===== src/rtl/game_pkg.sv =====
// Shared game definitions: difficulty encodings, mole up-times, the mole
// FSM state type and the hole count.
package game_pkg;

  localparam int NUM_HOLES = 8;

  localparam logic [1:0] DIFF_EASY   = 2'b00;
  localparam logic [1:0] DIFF_NORMAL = 2'b01;
  localparam logic [1:0] DIFF_HARD   = 2'b10;
  localparam logic [1:0] DIFF_EXPERT = 2'b11;

  localparam logic [10:0] UP_MS_EASY   = 11'd1200;
  localparam logic [10:0] UP_MS_NORMAL = 11'd900;
  localparam logic [10:0] UP_MS_HARD   = 11'd600;
  localparam logic [10:0] UP_MS_EXPERT = 11'd400;

  typedef enum logic [1:0] {
    IDLE = 2'd0,
    GAP  = 2'd1,
    UP   = 2'd2
  } mole_state_t;

  // Mole up-time in ms for a difficulty code.
  function automatic logic [10:0] up_ms_for(input logic [1:0] diff);
    logic [10:0] ms;
    case (diff)
      DIFF_EASY:   ms = UP_MS_EASY;
      DIFF_NORMAL: ms = UP_MS_NORMAL;
      DIFF_HARD:   ms = UP_MS_HARD;
      default:     ms = UP_MS_EXPERT;
    endcase
    return ms;
  endfunction

endpackage


===== src/rtl/lfsr16.sv =====
// 16-bit Fibonacci LFSR, taps 16,14,13,11; free-running, reloads seed on reset.
module lfsr16 (
  input  logic        clk,
  input  logic        rst_n,
  input  logic [15:0] seed,
  output logic [15:0] q
);

  logic [15:0] q_q;
  logic [15:0] q_d;

  // Shift left, feeding back the XOR of the tap bits.
  always_comb begin
    q_d = {q_q[14:0], q_q[15] ^ q_q[13] ^ q_q[12] ^ q_q[10]};
  end

  // State register.
  always_ff @(posedge clk or negedge rst_n) begin
    if (!rst_n) q_q <= seed;
    else        q_q <= q_d;
  end

  assign q = q_q;

endmodule


===== src/rtl/mole_spawner.sv =====
// Whack-a-mole spawner: IDLE/GAP/UP FSM with a ms timebase, random hole
// selection from an LFSR, and registered hit/miss pulses.
// Optional build macro MOLE_WRONG_PENALTY_EN: a press of only unlit holes
// while a mole is up counts as a miss and ends the mole.
module mole_spawner
  import game_pkg::*;
#(
  parameter int          MS_DIV    = 100000,
  parameter logic [15:0] LFSR_SEED = 16'hACE1
) (
  input  logic       clk,
  input  logic       rst_n,
  input  logic       enable_mole_ctrl,
  input  logic [1:0] difficulty_level,
  input  logic [7:0] btn_hole,
  output logic [7:0] mole_mask,
  output logic       hit_pulse,
  output logic       miss_pulse,
  output logic       mole_active
);

  localparam int PW = (MS_DIV > 1) ? $clog2(MS_DIV) : 1;

  mole_state_t state_q, state_d;
  logic [PW-1:0] presc_q, presc_d;
  logic [10:0]   ms_q, ms_d;
  logic [10:0]   up_lat_q, up_lat_d;
  logic          first_gap_q, first_gap_d;
  logic [2:0]    prev_hole_q, prev_hole_d;
  logic [7:0]    mask_q, mask_d;
  logic          hit_q, hit_d;
  logic          miss_q, miss_d;
  logic          active_q, active_d;

  logic [15:0]   lfsr_q;
  logic          lfsr_unused;
  logic          ms_tick;
  logic [10:0]   gap_ms;
  logic          gap_done;
  logic          up_done;
  logic [2:0]    pick;

  lfsr16 u_lfsr (
    .clk   (clk),
    .rst_n (rst_n),
    .seed  (LFSR_SEED),
    .q     (lfsr_q)
  );

  // Only the low three LFSR bits choose a hole.
  assign lfsr_unused = ^lfsr_q[15:3];

  // Timebase and timeout decode; "reached" means the ms counter is about to
  // step onto the target, so each phase lasts exactly target*MS_DIV cycles.
  always_comb begin
    ms_tick  = (presc_q == PW'(MS_DIV - 1));
    gap_ms   = (first_gap_q ? up_ms_for(difficulty_level) : up_lat_q) >> 1;
    gap_done = ms_tick && ((ms_q + 11'd1) == gap_ms);
    up_done  = ms_tick && ((ms_q + 11'd1) == up_lat_q);
    pick     = (lfsr_q[2:0] == prev_hole_q) ? (lfsr_q[2:0] + 3'd1) : lfsr_q[2:0];
  end

  // Next-state, counter and output logic.
  always_comb begin
    state_d     = state_q;
    presc_d     = ms_tick ? '0 : presc_q + 1'b1;
    ms_d        = ms_tick ? ms_q + 11'd1 : ms_q;
    up_lat_d    = up_lat_q;
    first_gap_d = first_gap_q;
    prev_hole_d = prev_hole_q;
    mask_d      = mask_q;
    hit_d       = 1'b0;
    miss_d      = 1'b0;

    if (!enable_mole_ctrl) begin
      // Disable wins over everything: drop the mole and any pending pulse.
      state_d = IDLE;
      mask_d  = 8'h00;
      presc_d = '0;
      ms_d    = '0;
    end else begin
      case (state_q)
        IDLE: begin
          state_d     = GAP;
          first_gap_d = 1'b1;
          mask_d      = 8'h00;
          presc_d     = '0;
          ms_d        = '0;
        end
        GAP: begin
          if (gap_done) begin
            state_d     = UP;
            up_lat_d    = up_ms_for(difficulty_level);
            first_gap_d = 1'b0;
            prev_hole_d = pick;
            mask_d      = 8'b1 << pick;
            presc_d     = '0;
            ms_d        = '0;
          end
        end
        UP: begin
          if ((btn_hole & mask_q) != 8'h00) begin
            // A lit-hole press beats a coincident timeout or wrong press.
            hit_d   = 1'b1;
            state_d = GAP;
            mask_d  = 8'h00;
            presc_d = '0;
            ms_d    = '0;
          end else if (up_done) begin
            miss_d  = 1'b1;
            state_d = GAP;
            mask_d  = 8'h00;
            presc_d = '0;
            ms_d    = '0;
          end
`ifdef MOLE_WRONG_PENALTY_EN
          else if (btn_hole != 8'h00) begin
            miss_d  = 1'b1;
            state_d = GAP;
            mask_d  = 8'h00;
            presc_d = '0;
            ms_d    = '0;
          end
`endif
        end
        default: begin
          state_d = IDLE;
          mask_d  = 8'h00;
          presc_d = '0;
          ms_d    = '0;
        end
      endcase
    end

    active_d = (state_d == UP);
  end

  // State, counters and registered outputs.
  always_ff @(posedge clk or negedge rst_n) begin
    if (!rst_n) begin
      state_q     <= IDLE;
      presc_q     <= '0;
      ms_q        <= '0;
      up_lat_q    <= '0;
      first_gap_q <= 1'b0;
      prev_hole_q <= 3'd0;
      mask_q      <= 8'h00;
      hit_q       <= 1'b0;
      miss_q      <= 1'b0;
      active_q    <= 1'b0;
    end else begin
      state_q     <= state_d;
      presc_q     <= presc_d;
      ms_q        <= ms_d;
      up_lat_q    <= up_lat_d;
      first_gap_q <= first_gap_d;
      prev_hole_q <= prev_hole_d;
      mask_q      <= mask_d;
      hit_q       <= hit_d;
      miss_q      <= miss_d;
      active_q    <= active_d;
    end
  end

  assign mole_mask   = mask_q;
  assign hit_pulse   = hit_q;
  assign miss_pulse  = miss_q;
  assign mole_active = active_q;

endmodule


===== config.mk =====
export PLATFORM = sky130hd
export DESIGN_NAME = mole_spawner
export DESIGN_NICKNAME = d
export VERILOG_FILES = /design/src/rtl/game_pkg.sv /design/src/rtl/lfsr16.sv /design/src/rtl/mole_spawner.sv
export SDC_FILE = /design/constraint.sdc
export NUM_CORES = 1
export LEC_CHECK = 0
export ABC_AREA = 1
export CORE_ASPECT_RATIO = 0.75
export CORE_MARGIN = 4
export CORE_UTILIZATION = 53
export DETAILED_ROUTE_END_ITERATION = 10
export GPL_TIMING_DRIVEN = 0
export PLACE_DENSITY_LB_ADDON = 0.08
export SETUP_SLACK_MARGIN = 0.1
export SLEW_MARGIN = 20
export SYNTH_ARGS = -nofsm -noshare
export SYNTH_HDL_FRONTEND = slang
export SYNTH_SLANG_ARGS = --single-unit

===== constraint.sdc =====
create_clock -name clk -period 2 [get_ports clk]
set_clock_uncertainty 0.05 [all_clocks]
set_input_delay 0.4 -clock clk [delete_from_list [all_inputs] [get_ports clk]]
set_output_delay 0.4 -clock clk [all_outputs]
set_load 0.01 [all_outputs]

==> results of run 1 <==
-- Yosys cell counts, types with 3 or more instances --
library cell / n
a21oi_1: 10
a21oi_2: 3
a22oi_1: 4
dfrtp_1: 60
dfstp_2: 8
ha_1: 14
inv_1: 51
mux2i_1: 3
nand2_1: 120
nand2_2: 3
nand2_4: 3
nand3_1: 42
nand3b_1: 4
nand4_1: 5
nor2_1: 66
nor2_2: 3
nor3_1: 6
nor3b_1: 3
o21a_1: 4
o21ai_0: 14
o21ai_1: 4
xnor2_1: 9
xor2_1: 9
-- kinds of logic (layout without fill, tap and decap cells) --
logic type / Yosys count / after routing / share of synthesized area, %
and+or+nand+nor: 262 / 263 / 30.73
DFF: 68 / 68 / 45.94
buffers and inverters: 59 / 133 / 6.145
AOI/OAI and AO/OA: 45 / 45 / 7.455
xor gates and xnor gates: 18 / 18 / 4.231
adders and majority gates: 14 / 14 / 4.701
muxes: 3 / 3 / 0.8059
-- flip-flops by register name, indices dropped and copies added (netlist names) --
signal,flops
hit_pulse,1
state_q,2
mole_mask,8
ms_q,11
u_lfsr.q,16
up_lat_q,7
mole_active,1
presc_q,17
prev_hole_q,3
first_gap_q,1
miss_pulse,1
-- report_power, final --
group	switching, mW	internal [mW]
sequential	0.00393	1.38
combinational	0.124	0.0724
clock	0.586	0.593
-- area by class of cell --
type                            count  area share (%)
Buffer                              5          0.6312
Sequential cell                    68           34.66
Inverter                           54           4.292
Clock buffer                        9           2.499
Tap cell                           84           2.121
Timing Repair Buffer               58           10.45
Clock inverter                      7           1.616
Multi-Input combinational cell    343           43.73
-- through the flow --
| step | util [%] | cells |
|---|---|---|
| global placement | 60.31 | 576 |
| floorplan | - | 469 |
| CTS | 68.72 | 619 |
| global route | 72.55 | 628 |
| detailed placement | 60.68 | 577 |
| finish | 72.55 | 628 |
-- worst max-delay path, delay by kind of cell, from the launching register on --
| kind | cells | cell delay, ns |
|---|---|---|
| AO/OA/AOI/OAI | 1 | 0.13 |
| adder cells (fa/ha/maj) | 1 | 0.17 |
| flip-flops | 1 | 0.41 |
| AND/OR/NAND/NOR | 11 | 1.39 |
-- how the worst min path moves through the flow --
stage | startpoint | endpoint | slack [ns]
after floorplan | rst_n | first_gap_q | 0.05
after CTS | u_lfsr.q[9] | u_lfsr.q[10] | 0.31
final | u_lfsr.q[9] | u_lfsr.q[10] | 0.30
after detailed placement | rst_n | ms_q[3] | 0.25
after global placement | u_lfsr.q[3] | u_lfsr.q[4] | 0.28
after global routing | u_lfsr.q[9] | u_lfsr.q[10] | 0.30
-- routing by layer --
metal / vias up / track usage, % / share of wire (%)
met1: 1566 / 30.41 / 46
met5: - / 0 / 0
met3: 20 / 4.819 / 5.8
met4: 0 / 5.767 / 1.9
li1: 1666 / - / -
met2: 106 / 34.06 / 46
-- what timing repair did --
item                                    4_1_cts  5_1_grt
endpoints found under the setup margin       49       47
gates resized for setup                      41       49
cloned                                        1        1
hold buffers                                  1        0
hold endpoints to repair                     19        0
buffers inserted                             24        8
pin swaps                                    17       16
==> metrics.md, run 1 <==
| Metric | Value |
|---|---|
| Outcome | `finished, violations left` |
| Failing checks | `negative setup slack` |
| Initial Util | `54.54%` |
| Layout cells sized above 1 | `26.65%` |
| CP startpoint | `ms_q[0]` |
| Core footprint | `0.006832 mm^2` |
| Post-DRT Antenna Nets | `0` |
| R2R Path Start | `ms_q[0]` |
| Post-synthesis cell area | `0.003726 mm^2` |
| First DRT Iteration DRCs | `193` |
| FF-to-FF setup slack | `-0.21 ns` |
| Most common cell after layout, fill and taps aside | `nand2_1` |
| Io pins | `24` |
| Multi-input logic area | `0.002167 mm^2` |
| Dpl hpwl | `5850 um` |
| Clock net sink count | `68` |
| Number of global-route vias before repair | `3144` |
| Ys flop type | `dfrtp_1` |
| Worst Max-Slew Pin Slew | `0.5945 ns` |
| Yosys reg bits | `68` |
| Final Routed Wirelength | `9052 um` |
| Final instance area | `0.004956 mm^2` |
| Pre-antenna DRT Iters | `7` |
| Critical path required time | `2.24 ns` |
| Sequential element share of the synthesized area | `45.94%` |
| Die area | `0.008450 mm^2` |
| Vias after detailed routing | `3358` |
| Routed len/inst | `14.41 um` |
| Yosys top cell area share | `40.30%` |
| Final hold viol count | `0` |
| Crit end category | `flip-flop` |
| CP max stage delay | `0.41 ns` |
| Pwr Density | `556.3 mW/mm^2` |
| Number of cells on the worst reg-to-reg path | `13` |
| CP Cell Sequence | `ha_4, nand2_4, nor2_4, nand4_1, nand2_4, nand3_1, o21ai_0, nand3_2, nand2_4, nand2_8, nand2_8, nand2_1, nand2_1` |
| Die Y | `80.62 um` |
| Post-synth top area cell | `dfrtp_1` |
| FF+latch area | `0.001718 mm^2` |
| CP dominant cell by count | `nand2_4` |
| Routability Congestion | `0.8227` |
| Via density | `5.347` |
| Worst-path clk slew | `0.08 ns` |
| Setup-failing EPs final | `34` |
| Hold Path Depth | `0` |
| Slowest library cell on the worst path | `dfrtp_2` |
| Area contributors post-synth | `dfrtp_1 40%, nand2_1 12%, nor2_1 6.6%` |
| Mean Syn Cell Area | `7.945 um^2` |
| DR DRC count | `0` |
| R2R Path End | `mole_mask[0]` |
| Maximum vdd drop | `0.5234 mV` |
| CP Launch Type | `flip-flop` |
| Final period util | `110.7%` |
| CTS Root Cell | `clkbuf_8` |
| CTS Buffer Depth | `2` |
| Post-placement cell area | `0.004145 mm^2` |
| Max-slew violation count | `0` |
| Post-synth EDFFs | `0` |
| Fillers | `498` |
| YS warnings | `0` |
| Crit path capture | `mole_mask[0]` |
| HP Class | `flip-flop to flip-flop` |
| ANT cells | `0` |
| Fmax | `451.6 MHz` |
| Tmin final | `2.214 ns` |
| Syn Inst Count | `469` |
| Pin count of the biggest net entering global routing | `50` |
| Yosys cell types | `37` |
| Setup ws final | `-0.2145 ns` |
| Syn-to-layout area delta | `33.01%` |
| Num rows | `26` |
| Num CTS Buffers | `9` |
| Post-synth ARST share | `100.0%` |
| H-tree lvl count | `3` |
| All-layer global routing usage | `21.67%` |
| CTS tree | `done` |
| Final #Nets | `566` |
| Leakage | `2.298 nW` |
| Initial antenna violation count | `0` |
| Port Buffers | `23` |
| Placement Setup Slack | `-0.7822 ns` |
| Most frequent cells in the layout | `101 x nand2_1, 55 x dfrtp_1, 51 x nor2_1` |
| Chip width | `104.8 um` |
| Grt total ovfl | `0` |
| Final TNS setup | `-4.774 ns` |
| Crit Path Category | `flip-flop to flip-flop` |
| Worst Hold Margin | `0.3040 ns` |
| Max-cap violations | `0` |
| CP Data Arrival Time | `2.46 ns` |
| RSZ-0062 raised after global routing | `true` |
| Mapped Nets | `496` |
| Slew margin rel. | `60.37%` |
| Clock Latency Late Sink | `0.35 ns` |
| Crit-path max FO | `8` |
| Total design power | `2.757 mW` |
| First-pass GRT wire length | `14660 um` |
Power figures use the tool's default switching activity.
==> run 2: changes to the inputs <==
--- a/config.mk
+++ b/config.mk
@@ -6,6 +6,7 @@
 export NUM_CORES = 1
 export LEC_CHECK = 0
 export ABC_AREA = 1
+export CAP_MARGIN = 5
 export CORE_ASPECT_RATIO = 0.75
 export CORE_MARGIN = 4
 export CORE_UTILIZATION = 53
==> results of run 2 <==
Same layout as run 1: the final DEF is identical, and so are final timing and power.
==> run 3: changes to the inputs <==
--- a/config.mk
+++ b/config.mk
@@ -5,13 +5,10 @@
 export SDC_FILE = /design/constraint.sdc
 export NUM_CORES = 1
 export LEC_CHECK = 0
-export ABC_AREA = 1
 export CAP_MARGIN = 5
 export CORE_ASPECT_RATIO = 0.75
-export CORE_MARGIN = 4
-export CORE_UTILIZATION = 53
+export CORE_UTILIZATION = 54
 export DETAILED_ROUTE_END_ITERATION = 10
-export GPL_TIMING_DRIVEN = 0
 export PLACE_DENSITY_LB_ADDON = 0.08
 export SETUP_SLACK_MARGIN = 0.1
 export SLEW_MARGIN = 20
==> metrics.md, run 3 <==
| Metric | Value |
|---|---|
| Top delay family on crit path | `simple AND/OR/NAND/NOR gates` |
| CP max stage delay | `0.59 ns (+0.18 ns)` |
| Crit end category | `flip-flop` |
| Post-synthesis cell area | `0.003791 mm^2 (+1.7%)` |
| Post-synth ARST share | `100.0% (unchanged)` |
| CP Cell Sequence | `nand3_4, or4_1, a211oi_1, o22ai_2, or4_4, nor2_8, mux2_4` |
| CP Launch Type | `flip-flop` |
| Post-synth top cells | `60 x dfrtp_1, 41 x nand2_1, 33 x nor2_1, 24 x xor2_1, 20 x xnor2_1` |
| Final core utilization | `79.00% (+6.5 points)` |
| Crit path buf inv count | `0 (unchanged)` |
| Most common cell after layout, fill and taps aside | `buf_4` |
| Final Routed Wirelength | `10020 um (+11%)` |
| Max reg flops | `17 (unchanged)` |
| Num CTS Buffers | `9 (unchanged)` |
| Setup ws final | `-0.9639 ns (-0.7495 ns)` |
| Chip width | `98.75 um (-5.8%)` |
| HP Class | `input port to async pin` |
| CTS tree | `done` |
| Post-synth EDFFs | `0 (unchanged)` |
| FF+latch area | `0.001714 mm^2 (-0.22%)` |
| Port Buffers | `23 (unchanged)` |
| Vias after detailed routing | `3184 (-5.2%)` |
| Comb power frac | `22.9% (+16 points)` |
| Setup-failing EPs final | `51 (+50%)` |
| First-pass GRT wire length | `15060 um (+2.7%)` |
| Hold Buf Count CTS | `0 (-1)` |
| Die Y | `74.57 um (-7.5%)` |
| Pwr Density | `654.1 mW/mm^2 (+18%)` |
| Ys flop type | `dfrtp_1` |
| YS warnings | `0 (unchanged)` |
| Failing checks | `negative setup slack` |
| Multi-input logic area | `0.002258 mm^2 (+4.2%)` |
| CTS Root Cell | `clkbuf_8` |
| Switching part of the total | `28.59% (+2.7 points)` |
| Worst Max-Slew Pin Slew | `0.5065 ns (-0.08801 ns)` |
| P_sw | `1.005 mW (+41%)` |
| Io pins | `24 (unchanged)` |
| Critical path required time | `2.19 ns (-0.05 ns)` |
| Max-cap violations | `0 (unchanged)` |
| Fin cells | `572 (-8.9%)` |
| Int Pwr | `2.509 mW (+23%)` |
| Fillers | `434 (-13%)` |
| Fmax | `337.4 MHz (-25%)` |
| Post-placement cell area | `0.004679 mm^2 (+13%)` |
| Most frequent cell after synthesis | `dfrtp_1` |
| Crit Path Category | `flip-flop to flip-flop` |
| Yosys cell types | `53 (+43%)` |
| Number of global-route vias before repair | `3037 (-3.4%)` |
| Post-DRT Antenna Nets | `0 (unchanged)` |
| Via density | `5.566 (+4.1%)` |
| Area contributors post-synth | `dfrtp_1 40%, dfstp_2 5.5%, xor2_1 5.5%` |
| Outcome | `finished, violations left` |
| Mapped Nets | `401 (-19%)` |
| Clock power share | `36.8% (-5.9 points)` |
| Dpl hpwl | `6348 um (+8.5%)` |
| Leakage | `2.366 nW (+2.9%)` |
| Routed len/inst | `17.51 um (+21%)` |
| ANT cells | `0 (unchanged)` |
| Tmin final | `2.964 ns (+0.7495 ns)` |
| Seq pwr share | `40.3% (-9.8 points)` |
| DP Cell Count | `545 (-5.5%)` |
| Maximum vdd drop | `0.5658 mV (+8.1%)` |
| Final period util | `148.2% (+37 points)` |
| Final #Nets | `510 (-9.9%)` |
| All-layer global routing usage | `27.58% (+5.9 points)` |
| Worst-path clk slew | `0.08 ns (about the same)` |
| Pin count of the biggest net entering global routing | `69 (+38%)` |
| RSZ-0062 raised after global routing | `true` |
| Pre-antenna DRT Iters | `4 (-3)` |
| DR DRC count | `0 (unchanged)` |
| Final instance area | `0.005371 mm^2 (+8.4%)` |
| First DRT Iteration DRCs | `174 (-9.8%)` |
| Post-synth top area cell | `dfrtp_1` |
| Layout cells sized above 1 | `35.25% (+8.6 points)` |
| CP Data Arrival Time | `3.15 ns (+0.69 ns)` |
| Num rows | `26 (unchanged)` |
| Total design power | `3.513 mW (+27%)` |
| Placement Setup Slack | `-1.432 ns (-0.6497 ns)` |
| Final hold viol count | `0 (unchanged)` |
| Slowest library cell on the worst path | `or4_1` |
| H-tree lvl count | `3 (unchanged)` |
| Max-slew violation count | `0 (unchanged)` |
| Routability Congestion | `0.9563 (+16%)` |
| Sequential element share of the synthesized area | `45.15% (-0.79 points)` |
| Clock net sink count | `68 (unchanged)` |
| Core footprint | `0.006799 mm^2 (-0.48%)` |
| Crit-path max FO | `7 (-1)` |
| Initial Util | `55.76% (+1.2 points)` |
| Clock Latency Late Sink | `0.35 ns (about the same)` |
| Biggest register | `presc_q` |
| Yosys top cell area share | `39.60% (-0.69 points)` |
| Syn-to-layout area delta | `41.68%` |
| CTS Buffer Depth | `2 (unchanged)` |
| Grt total ovfl | `0 (unchanged)` |
| Mean Syn Cell Area | `10.14 um^2 (+28%)` |
| Die area | `0.007363 mm^2 (-13%)` |
| Slew margin rel. | `65.77% (+5.4 points)` |
| Yosys reg bits | `68 (unchanged)` |
| Most frequent cells in the layout | `76 x buf_4, 58 x dfrtp_1, 41 x nand2_1` |
| Syn Inst Count | `374 (-20%)` |
| Initial antenna violation count | `0 (unchanged)` |
run 3: cell types whose count changed after synthesis, moves of 15 or more:
cell and delta:
nand2_1 -79, inv_1 -39, nor2_1 -33, nand3_1 -30
mux2i_1 +15, xor2_1 +15
run 3: timing repair:
item	in CTS	in global routing
cloned	2	0
endpoints found under the setup margin	51	51
endpoints found under the hold margin	0	0
pin swaps	14	26
resized for setup	43	39
setup buffers	9	0
run 3: cell families after synthesis:
kind of cell,after synthesis,synth area share [%]
AOI/OAI and AO/OA,46,8.185
buffers and inverters,28,3.828
and+or+nand+nor,150,20.73
DFF,68,45.15
xor gates and xnor gates,45,10.76
muxes,23,6.733
adders and majority gates,14,4.621
run 3: worst paths after layout:
| kind | from | end | slack (ns) | cells past startpoint |
|---|---|---|---|---|
| setup / recovery | ms_q[1] | up_lat_q[9] | -0.96 | 7 |
| hold / removal | rst_n | presc_q[0] | 0.006 | 2 |
| setup reg to reg | ms_q[1] | up_lat_q[9] | -0.96 | 7 |
| hold reg to reg | u_lfsr.q[9] | u_lfsr.q[10] | 0.31 | 0 |
| max in group asynchronous | rst_n | u_lfsr.q[6] | 1.54 | 2 |
| min in group clk | u_lfsr.q[9] | u_lfsr.q[10] | 0.31 | 0 |
run 3: cell type report:
cell class	count	share of cell area, %
Clock buffer	10	2.562
Clock inverter	6	1.607
Multi-Input combinational cell	278	42.05
Sequential cell	68	31.91
Timing Repair Buffer	114	19.08
Inverter	12	0.8386
Tap cell	84	1.957
run 3: layer usage:
layer | share of wire (%) | track usage, % | vias to the layer above
met5 | 0 | 0 | -
met2 | 49 | 45.84 | 54
met1 | 46 | 36.28 | 1585
met4 | 1.6 | 9.453 | 0
met3 | 3.4 | 6.297 | 19
li1 | - | - | 1526
run 3: power by group through the flow:
stage	sequential (mW)	combinational [mW]	clock, mW
6_report	1.42	0.803	1.29
5_1_grt	1.42	0.858	1.36
4_1_cts	1.42	0.740	1.31
3_5_place_dp	1.44	0.535	0
3_3_place_gp	1.44	0.526	0
2_1_floorplan	1.44	0.325	0
run 3: worst register-to-register path, stage by stage, from the launching register on:
cell	delay [ns]
dfrtp_2	0.45
nand3_4	0.12
or4_1	0.59
a211oi_1	0.41
o22ai_2	0.19
or4_4	0.50
nor2_8	0.22
mux2_4	0.34
run 3: per-stage QoR:
step	setup TNS (ns)	hold slack, ns
2_1_floorplan	-30.27	0.05441
3_3_place_gp	-60.58	0.2851
3_5_place_dp	-64.37	0.2863
4_1_cts	-44.22	0.02154
5_1_grt	-47.41	0.02972
6_report	-44.70	0.006037
==> patch 1 (config.mk and constraints of run 3) <==
The parameter `MS_DIV` goes from 100000 to 25000.
--- a/src/rtl/mole_spawner.sv
+++ b/src/rtl/mole_spawner.sv
@@ -5,7 +5,7 @@
 module mole_spawner
   import game_pkg::*;
 #(
-  parameter int          MS_DIV    = 100000,
+  parameter int          MS_DIV    = 25000,
   parameter logic [15:0] LFSR_SEED = 16'hACE1
 ) (
   input  logic       clk,
Check against the original RTL: same outputs for any inputs over 10 cycles, from zero or initial values and one cycle with rst_n low; that may be too few to reach the edited logic, so the function may still have changed.
==> patch 1 against run 3 <==
- the flow still finishes with violations (setup timing)
- core utilization up 2.6 points
- hold slack worse by 0.00093 ns
- highest routed layer unchanged
- synthesized area down 2.7%
- setup slack better by 0.37 ns
- count of clock-buffer cells in the layout up 2
- critical path depth up 5
- global-route usage up 1.0 points
- wire length down 4.5%
- sequential cell count down 2
- design area down 2.0%
Power is not compared: it rests on default switching activity, and its combinational part moved more than twofold at a synthesized area within 25%.
==> patch 1: results (changes against run 3) <==
| Metric | Value |
|---|---|
| Status | finished, violations left |
| Failing checks | setup timing |
| Max_slew headroom | 73.16% (+7.4 points) |
| Hold slack | 0.005103 ns (-0.0009342 ns) |
| WL met3 | 408 um (+21%) |
| Area after DPL | 0.004663 sq mm (-0.35%) |
| RR Endpoint | presc_q[6] |
| Total Routing Usage GR | 28.60% (+1.0 points) |
| Share of layout cells above drive strength 1 | 40.84% (+5.6 points) |
| Post-synthesis adder-cell area fraction | 4.749% (+0.13 points) |
| WL/cell | 17.21 um (-1.7%) |
| Synth cell count leaders | dfrtp_1 (58), nor2_1 (40), nand2_1 (34), xor2_1 (23), mux2i_1 (19) |
| Met2 wire len | 4.536 mm (-7.7%) |
| # setup viols final | 48 (-5.9%) |
| Largest register FFs | 16 (-1) |
| Pre-CTS WS | -1.206 ns (+0.2263 ns) |
| Post-Synth XOR/XNOR Area | 11.60% (+0.84 points) |
| Synth unique cells | 62 (+17%) |
| Largest cells by area after synthesis | dfrtp_1 (39%), dfstp_2 (5.7%), xor2_1 (5.5%) |
| Final nets | 497 (-2.5%) |
| Initial drt markers | 118 (-32%) |
| Vias per inst | 5.577 (+0.20%) |
| Sequential element share of the synthesized area | 45.05% (-0.10 points) |
| Worst r2r path cells | 12 (+5) |
| Slack of the critical path | -0.5954 ns (+0.3686 ns) |
| R2r setup slk | -0.60 ns (+0.37 ns) |
| CP arrival | 2.79 ns (-0.36 ns) |
-- patch 1: cell types whose count changed after synthesis, sizes merged, moves of 4 or more --
cell | before | now
nand2 | 42 | 34
o31ai | 4 | 0
and3 | 5 | 10
nor2 | 34 | 41
nor3 | 17 | 7
o21ai | 12 | 8
a21oi | 7 | 3
nor2b | 6 | 2
-- patch 1: routing by layer --
metal / track usage [%] / vias up
met5: 0 / -
met4: 13.24 / 0
met3: 5.423 / 20
met2: 47.01 / 77
met1: 37.32 / 1538
li1: - / 1466
-- patch 1: how the worst max path moves through the flow --
| stage | end | depth (start not counted) | slack [ns] |
|---|---|---|---|
| 6_report | presc_q[6] | 12 | -0.60 |
| 5_1_grt | presc_q[13] | 11 | -0.68 |
| 4_1_cts | presc_q[4] | 10 | -0.65 |
| 3_5_place_dp | mole_mask[4] | 9 | -1.21 |
| 3_3_place_gp | mole_mask[2] | 9 | -1.08 |
| 2_1_floorplan | prev_hole_q[0] | 8 | -0.43 |
-- patch 1: area by class of cell --
cell class | instances | area [sq um] | area share, %
Multi-Input combinational cell | 257 | 2198 | 41.78
Sequential cell | 66 | 1669 | 31.72
Timing Repair Buffer | 121 | 1072 | 20.38
Clock buffer | 12 | 135.1 | 2.568
Tap cell | 81 | 101.3 | 1.926
Inverter | 15 | 56.30 | 1.070
Clock inverter | 4 | 28.78 | 0.5470
-- patch 1: stage by stage --
| stage | std cells | setup TNS (ns) |
|---|---|---|
| 2_1_floorplan | 349 | -13.92 |
| 3_3_place_gp | 521 | -47.62 |
| 3_5_place_dp | 521 | -52.78 |
| 4_1_cts | 549 | -26.80 |
| 5_1_grt | 556 | -29.72 |
| 6_report | 556 | -25.62 |
-- patch 1: critical path: cells and delay by family, from the launching register on --
| kind | cells | cell delay, ns |
|---|---|---|
| AOI/OAI and AO/OA | 5 | 1.05 |
| and+or+nand+nor | 2 | 0.23 |
| buffers and inverters | 5 | 0.72 |
| DFF | 1 | 0.43 |
-- patch 1: repair_timing --
| action | in CTS | in global routing |
|---|---|---|
| setup buffers | 11 | 8 |
| hold buffers | 0 | 0 |
| gates resized for setup | 43 | 34 |
| cloned | 1 | 0 |
| setup endpoints to repair | 48 | 49 |
| pin swaps | 18 | 14 |
-- patch 1: report_power, final --
group,switching [mW],internal [mW]
clock,0.537,0.453
combinational,0.155,0.136
sequential,0.00692,1.34
total,0.699,1.93
-- patch 1: kinds of logic (layout without fill, tap and decap cells) --
family / count (synthesis) / count (layout)
AND/OR/NAND/NOR: 137 / 137
flip-flops: 66 / 66
XOR/XNOR: 44 / 44
AO/OA/AOI/OAI: 36 / 36
multiplexers: 26 / 26
buffers and inverters: 26 / 152
adder cells (fa/ha/maj): 14 / 14
==> patch 2 (config.mk and constraints of run 3) <==
Without the edit above. Take the reset off `ms_q` and load it in a clocked block of its own.
--- a/src/rtl/mole_spawner.sv
+++ b/src/rtl/mole_spawner.sv
@@ -140,7 +140,6 @@
     if (!rst_n) begin
       state_q     <= IDLE;
       presc_q     <= '0;
-      ms_q        <= '0;
       up_lat_q    <= '0;
       first_gap_q <= 1'b0;
       prev_hole_q <= 3'd0;
@@ -151,7 +150,6 @@
     end else begin
       state_q     <= state_d;
       presc_q     <= presc_d;
-      ms_q        <= ms_d;
       up_lat_q    <= up_lat_d;
       first_gap_q <= first_gap_d;
       prev_hole_q <= prev_hole_d;
@@ -162,6 +160,10 @@
     end
   end
 
+  always_ff @(posedge clk) begin
+    ms_q <= ms_d;
+  end
+
   assign mole_mask   = mask_q;
   assign hit_pulse   = hit_q;
   assign miss_pulse  = miss_q;
Formal check against the unedited RTL: same outputs for any inputs over 10 cycles, from zero or initial values and one cycle with rst_n low; that may be too few to reach the edited logic, so the function may still have changed.
==> patch 2 against run 3 <==
- the run ends with DRC, setup timing left
- synthesized cell count fell by 1.9%
- synthesized area fell by 1.2%
- critical path depth rose by 7
- final cell count rose by 2.1%
- wire length fell by 0.30%
- sequential cell count did not move
- design area rose by 1.7%
- setup slack improved by 0.22 ns
Power is not compared: it rests on default switching activity, and its combinational part moved more than twofold at a synthesized area within 25%.
==> patch 2: results (changes against run 3) <==
| Metric | Value |
|---|---|
| Sequential element share of the synthesized area | 44.21% (-0.94 points) |
| Synth unique cells | 58 (+9.4%) |
| Compound-gate portion of the synthesized area | 6.244% (-1.9 points) |
| Slack of the critical path | -0.7422 ns (+0.2218 ns) |
| CP arrival | 2.92 ns (-0.23 ns) |
| Pre-CTS WS | -1.474 ns (-0.04237 ns) |
| Final nets | 525 (+2.9%) |
| Vias per inst | 5.533 (-0.61%) |
| DRC Markers | 3 (+3) |
| WL met3 | 463 um (+37%) |
| Syn_nets | 394 (-1.7%) |
| # setup viols final | 50 (-2.0%) |
| Final wirelength | 9.987 mm (-0.30%) |
| Area after DPL | 0.004826 sq mm (+3.1%) |
| Syn_area_per_cell | 10.21 sq um (+0.73%) |
| Worst r2r path cells | 11 (+4) |
| Rows | 25 (-3.8%) |
| CP Launch Point | difficulty_level[1] |
| Total iterations of the first detailed-routing run | 7 (+3) |
| FILL cells | 365 (-16%) |
| Non-Clock Buffer Count | 133 (+17%) |
| Worst Path Max Fanout | 4 (-3) |
| Slowest stage delay, CP | 0.42 ns (-0.17 ns) |
| Largest net degree at the start of global routing | 35 (-49%) |
| Status | finished, violations left |
| CP Capture Point | up_lat_q[5] |
| Failing checks | DRC, setup timing |
| Placer Congestion | 0.8805 (-7.9%) |
| Met2 wire len | 4.622 mm (-5.9%) |
| GR Util met2 | 45.46% (-0.38 points) |
| Largest cells by area after synthesis | dfrtp_1 (33%), dfxtp_1 (5.9%), dfstp_2 (5.6%) |
| Clk tree area frac | 3.826% (-0.34 points) |
| Async SR Flop Fraction | 83.82% (-16 points) |
| WL/cell | 17.10 um (-2.3%) |
| HP Class | reg2reg |
| DP Wirelength | 6.757 mm (+6.5%) |
| Design area | 0.005461 sq mm (+1.7%) |
| Measured slew at the worst slew-check pin | 0.5291 ns (+0.02257 ns) |
| Storage cell area | 0.001659 sq mm (-3.2%) |
| Inverters | 15 (+3) |
| Hold slack | 0.3111 ns (+0.3051 ns) |
[patch 2: power by group through the flow]
stage	combinational (mW)	sequential, mW	clock [mW]
2_1_floorplan	0.126	1.41	0
3_3_place_gp	0.264	1.41	0
3_5_place_dp	0.267	1.41	0
4_1_cts	0.312	1.38	1.20
5_1_grt	0.372	1.38	1.25
6_report	0.348	1.38	1.17
[patch 2: timing repair]
| action | CTS | global route |
|---|---|---|
| gates cloned | 1 | 0 |
| endpoints found under the hold margin | 15 | 0 |
| pin swaps | 17 | 16 |
| buffers inserted | 11 | 5 |
| setup endpoints to repair | 51 | 51 |
| gates resized for setup | 22 | 44 |
| hold buffers | 1 | 0 |
[patch 2: worst reg2reg max path, stage by stage, from the launching register on]
cell and delay (ns):
dfrtp_1 0.39, or4b_4 0.57, nor4_4 0.23, buf_6 0.16
nand3_4 0.06, nor4_4 0.14, buf_4 0.16, nand4_1 0.16
nor2_4 0.16, buf_12 0.13, buf_8 0.11, mux2_4 0.29
